[src/rtl/clk_div_meter.sv]
// clk_div_meter: counts sys_clk cycles and high cycles over N_PERIODS periods of synchronised sig_in; in: sys_clk, sys_rst_n, sig_in, start, meas_ready; out: busy, meas_valid, period_cnt, high_cnt, err_timeout
module clk_div_meter #(
  parameter int N_PERIODS = 4,
  parameter int CNT_W = 16,
  parameter int TIMEOUT = 1023
) (
  input  logic             sys_clk,
  input  logic             sys_rst_n,
  input  logic             sig_in,
  input  logic             start,
  output logic             busy,
  output logic             meas_valid,
  input  logic             meas_ready,
  output logic [CNT_W-1:0] period_cnt,
  output logic [CNT_W-1:0] high_cnt,
  output logic             err_timeout
);
  localparam int EW = N_PERIODS > 1 ? $clog2(N_PERIODS) : 1;
  localparam int TW = $clog2(TIMEOUT + 1);
  typedef enum logic [1:0] {IDLE, ARM, MEASURE, DONE} state_t;
  state_t state, state_nx;
  logic s1, s2, s3, rise, tmo, last;
  logic [EW-1:0] edge_cnt;
  logic [TW-1:0] timer;
  logic [CNT_W-1:0] per_acc, high_acc;
  assign rise = s2 & ~s3;
  assign busy = state == ARM || state == MEASURE;
  assign meas_valid = state == DONE;
  assign tmo = busy && timer == TW'(TIMEOUT - 1);
  assign last = rise && edge_cnt == EW'(N_PERIODS - 1);
  always_comb begin
    state_nx = state == IDLE    ? (start ? ARM : IDLE) :
               state == ARM     ? (tmo ? DONE : rise ? MEASURE : ARM) :
               state == MEASURE ? (tmo || last ? DONE : MEASURE) :
                                  (meas_ready ? IDLE : DONE);
  end
  always_ff @(posedge sys_clk or negedge sys_rst_n)
    if (!sys_rst_n) begin
      state <= IDLE;
      {s3, s2, s1} <= '0;
      per_acc <= '0;
      high_acc <= '0;
      edge_cnt <= '0;
      timer <= '0;
      period_cnt <= '0;
      high_cnt <= '0;
      err_timeout <= 1'b0;
    end else begin
      state <= state_nx;
      {s3, s2, s1} <= {s2, s1, sig_in};
      if (state == IDLE && start) begin
        per_acc <= '0;
        high_acc <= '0;
        edge_cnt <= '0;
        timer <= '0;
        err_timeout <= 1'b0;
      end
      if (busy) timer <= timer + TW'(1);
      if (state == ARM && rise && !tmo) begin
        per_acc <= CNT_W'(1);
        high_acc <= CNT_W'(1);
        edge_cnt <= '0;
      end
      if (state == MEASURE && !tmo && !last) begin
        edge_cnt <= edge_cnt + EW'(rise);
        per_acc <= per_acc + CNT_W'(per_acc != '1);
        high_acc <= high_acc + CNT_W'(s2 && high_acc != '1);
      end
      if (busy && state_nx == DONE) begin
        period_cnt <= per_acc;
        high_cnt <= high_acc;
        err_timeout <= tmo;
      end
    end
endmodule

[config.mk]
export PLATFORM = sky130hd
export DESIGN_NAME = clk_div_meter
export DESIGN_NICKNAME = d
export VERILOG_FILES = /design/src/rtl/clk_div_meter.sv
export SDC_FILE = /design/constraint.sdc
export NUM_CORES = 1
export LEC_CHECK = 0
export CAP_MARGIN = 20
export CORE_AREA = 4 4 78 95
export CTS_CLUSTER_DIAMETER = 40
export DETAILED_ROUTE_END_ITERATION = 6
export DIE_AREA = 0 0 82 99
export GPL_TIMING_DRIVEN = 0
export MAX_ROUTING_LAYER = met4
export PLACE_DENSITY = 0.91
export SYNTH_ARGS = -nofsm -noshare
export SYNTH_HDL_FRONTEND = slang
export SYNTH_SLANG_ARGS = --single-unit
[constraint.sdc]
create_clock -name sys_clk -period 7.1 [get_ports sys_clk]
set_input_delay 1.42 -clock sys_clk [delete_from_list [all_inputs] [get_ports sys_clk]]
set_output_delay 1.42 -clock sys_clk [all_outputs]
set_load 0.005 [all_outputs]
**After elaboration in Yosys (flattened, before gate mapping)**

Cells that the tools add are included.
W data, S select, Z words.

- Muxes and demuxes: 19
- Reductions and logical operators: 17
- Add/sub/neg operators: 4
- Equal/unequal tests: 8
- Bitwise gates (word level): 2

Operators with widths:

| kind | count |
|---|---|
| $mux W16 | 4 |
| $add A16 B1 Y16 | 2 |
| $ne A16 B16 Y1 const B | 2 |
| $mux W10 | 2 |
| $mux W2 | 9 |
| $add A10 B1 Y10 const B | 1 |
| $eq A10 B10 Y1 const B | 1 |
| $logic_and A1 B1 Y1 | 9 |
| $eq A2 B2 Y1 const B | 4 |
| $mux W1 | 4 |
| $reduce_bool A2 Y1 | 2 |
| $reduce_bool A3 Y1 | 1 |
| $add A2 B1 Y2 | 1 |
| $eq A2 B1 Y1 const B | 1 |
| $logic_not A1 Y1 | 2 |
| $logic_not A2 Y1 | 1 |
| $logic_or A1 B1 Y1 | 2 |
| $and A1 B1 Y1 | 1 |
| $not A1 Y1 | 1 |

- Word-level logic and storage cells: 61
- Register bits after elaboration: 82
- Input bits: 5

**Depth between registers and ports, before layout**

- Depth in word-level cells: 11
- Gate-level depth with buffers: 10

**Worst setup path before layout**

No wires, ideal clock.

- Path kind: input to register
- Start: in start
- End: reg period_cnt[4]
- Setup time: 0.128 ns
- Path slack: 4.381 ns
- Stages on the path: 5
- Data arrival time: 2.591 ns
- Buffers on the path: 2
- Cell sequence: and2_1 clkbuf_1 o311a_1 buf_4 mux2_1

- Word-level cells in the longest chain between the ends: 4

RTL lines:

| element | RTL line | RTL |
|---|---|---|
| start: declaration | 10 | `input logic start,` |
| $mux W1 | 32 | `state_nx = state == IDLE ? (start ? ARM : IDLE) :` |
| $mux W2 | 32 |  |
| $eq A2 B2 Y1 | 69 | `if (busy && state_nx == DONE) begin` |
| $logic_and A1 B1 Y1 | 69 |  |
| end signal: assignment | 70 | `period_cnt <= per_acc;` |
| end: declaration | 14 | `output logic [CNT_W-1:0] period_cnt,` |

Every way passes these cells.
A chain may end at the register's enable or synchronous reset.

**Final worst setup path**

- Start: in start
- End: reg high_acc[12]

- Word-level cells in the longest chain between the ends: 2

RTL lines:

| element | RTL line | RTL |
|---|---|---|
| $logic_and A1 B1 Y1 | 51 | `if (state == IDLE && start) begin` |
| $reduce_bool A3 Y1 (no line) | n/a |  |
| end signal: assignment | 67 | `high_acc <= high_acc + CNT_W'(s2 && high_acc != '1);` |
| end: declaration | 25 | `logic [CNT_W-1:0] per_acc, high_acc;` |

Every way passes these cells.

==> flow_summary.yaml <==
global_route:
  grt_usage: 0.230
  grt_first_pass_wirelength_mm: 14.1
  grt_remaining_overflow: 0
  first_global_vias: 3016
  grt_max_degree: 58
  antenna_found_initial: 0
clocking:
  clock_path_buffers: 2
  cts_hold_buffers: 0
  cts_buffers: 9
  cts_root_buf: "clkbuf_8"
  cts-htree-levels: 3
  cts_resized: 0
  clkTransAtPathRegs_ns: 0.07
  clk_latency_ns: 0.34
  cts_tree: "done"
  cts_setup_buffers: 0
  clkSinkCount: 82
synth:
  yosys_most_used_dff: "dfrtp_1"
  ys_warn_count: 0
  synth_nets: 373
  ys_types: 53
  synth-async-reset-ratio: 1.00
  yosysSeqAreaShare: 0.528
  syn_area_um2: 3890
  synth_edf_count: 0
  netlist_instances: 357
  synth_seq_cells: 82
  syn_area_per_cell_um2: 10.9
timing:
  setup_viol: 0
  finalHoldViolations: 0
  fmax_mhz: 310
  fin_skew_ns: 0.00510
  final_max_slew_viol_count: 0
  fin_crit_ns: 3.23
  fin_tns_setup_ns: 0
  post-route-period-util: 0.455
  worst_pin_slew_ns: 0.614
  relSlewSlack: 0.587
  rsz0062_at_grt: "no"
critical_path:
  crit_type: "input pin to flop"
  crit_path_top_delay_cell: "a221oi_4"
  reg2reg_to: "high_acc[3]"
  crit_chain: "clkdlybuf4s50_1 > and2_1 > clkbuf_1 > nor3_1 > a221oi_4 > nor2_1 > mux2_2"
  max_stage_delay_ns: 0.53
  r2r-start: "state[1]"
  r2r_slack_ns: 4.31
  critPathCaptureType: "flop"
  critPathRequiredTime_ns: 7.33
  crit_arrival_ns: 3.45
  cp_num_cells: 7
  rr_worst_depth: 10
  critPathLaunchType: "input pin"
  path_buf_inv: 2
  path_delay_family: "buffers and inverters"
  crit_fanout: 10
finish:
  layout_common_cells: "dfrtp_1, clkdlybuf4s50_1, nand3_1, o21ai_0, mux2_2"
  multi_input_area_um2: 1730
  final_util: 0.716
  insertedDiodeCount: 0
  regArea_um2: 2050
  layout_commonest_cell: "dfrtp_1"
  nets: 424
  area_growth_pct: 17.9
  drive_gt1_frac: 0.129
  fill_cells: 443
floorplan:
  fp.dieH_um: 99
  start_util: 0.607
  rows: 32
  dieWidth_um: 82
  core-area_um2: 6410
  die_area_um2: 8120
  io-pin-count: 40
routing:
  drt_iter0_markers: 285
  first_pass_iters: 5
  via_per_inst: 6.21
  wl_met1_mm: 3.33
  topRoutingLayerUsed: "met4"
  drc: 0
  wl_met2_mm: 4.22
  ant_nets: 0
  wl_met3_um: 534
  wl_per_cell_um: 16.8
  routed_wl_mm: 8.33
  vias: 3081
min_path:
  hold_class: "flop to flop"
  hold_depth: 0
  holdPathEnd: "s2"
  worstHoldStart: "s1"
place:
  dpl.hpwl_mm: 6.09
  io_buffer_count: 39
  gp_congestion: 0.926
power_and_ir_drop:
  p_leak_nw: 1.99
  vdd_ir_drop_max_mv: 0.258
  power.density_nw_per_um2: 310
status:
  status: "finished, final reports clean"
flow_run:
  drv_cap: 0
==> cells in the mapped netlist (2+ instances only) <==
cell      number  area share
a211oi_1       2      0.0039
a21o_1         2      0.0039
a21oi_1       12       0.015
a22o_1         4      0.0090
a31oi_1        3      0.0048
and3_1         4      0.0064
and4_1         3      0.0068
buf_2          2      0.0026
buf_4          4      0.0077
clkbuf_1       6      0.0058
dfrtp_1       82        0.53
ha_1          11       0.035
inv_1          7      0.0068
mux2_1         9       0.026
mux2_2        24       0.069
mux2i_1        2      0.0051
nand2_1       21       0.020
nand2b_1       2      0.0032
nand3_1       32       0.041
nand4_1       12       0.019
nor2_1        23       0.022
nor2b_1        2      0.0032
nor3_1        14       0.018
o21ai_0       26       0.033
o21ai_1        6      0.0077
o22ai_1        2      0.0032
o31ai_1        3      0.0058
or4_1          6       0.012
xnor2_1        4      0.0090
xor2_1         4      0.0090
==> worst register-to-register path, stage by stage (launching register included) <==
cell      delay [ns]
dfrtp_1         0.38
inv_1           0.07
ha_1            0.29
buf_4           0.16
nand3_2         0.11
nor4_2          0.36
clkbuf_1        0.40
buf_1           0.47
nor3_1          0.16
xnor2_1         0.17
nor2_1          0.07
==> routing by layer <==
layer  global-route usage  up-vias
met5                    -        -
met4               0.0946        0
met3               0.0375       30
met2                0.370      159
met1                0.287     1479
li1                     -     1413
==> layout make-up <==
class | instances | area share
buffer | 14 | 0.0169
clock buffer | 11 | 0.0287
clock inverter | 3 | 0.00928
inverter | 8 | 0.00655
multi-input combinational | 253 | 0.377
sequential | 82 | 0.448
tap | 85 | 0.0232
timing repair buffer | 40 | 0.0906
==> state kept, by name (all words and copies together), names as in the netlist, 2 cells and up <==
register / flops
period_cnt: 16
high_cnt: 16
per_acc: 16
state: 2
edge_cnt: 2
high_acc: 16
timer: 10
==> through the flow <==
| step | hold slack, ns | power [mW] | std cells | instance area, µm² | worst slack, ns |
|---|---|---|---|---|---|
| 2_1_floorplan | 0.331 | 0.934 | 357 | 3890 | 4.38 |
| 3_3_place_gp | 0.332 | 1.09 | 481 | 4390 | 1.91 |
| 3_5_place_dp | 0.350 | 1.11 | 482 | 4410 | 3.58 |
| 4_1_cts | 0.367 | 1.42 | 496 | 4580 | 3.95 |
| 5_1_grt | 0.385 | 1.51 | 496 | 4580 | 3.77 |
| 6_report | 0.360 | 1.42 | 496 | 4580 | 3.87 |
==> cell families after synthesis <==
| logic type | count (synthesis) | share of synthesized area |
|---|---|---|
| xor gates and xnor gates | 8 | 0.0180 |
| AOI/OAI and AO/OA | 69 | 0.114 |
| muxes | 35 | 0.101 |
| DFF | 82 | 0.528 |
| and+or+nand+nor | 130 | 0.177 |
| buffers and inverters | 22 | 0.0277 |
| adders and majority gates | 11 | 0.0354 |
==> report_power, final <==
part | switching (mW) | internal [mW] | total [mW]
clock network | 0.153 | 0.158 | 0.312
logic | 0.295 | 0.226 | 0.520
registers | 0.0601 | 0.529 | 0.589
==> how the worst max path moves through the flow <==
stage / start / end
global route: start / high_acc[12]
detailed placement: start / high_acc[12]
floorplan: start / period_cnt[4]
finish: start / high_acc[12]
CTS: start / high_acc[12]
global placement: sys_rst_n / per_acc[12]
No activity file was read; power rests on OpenSTA's default activity.
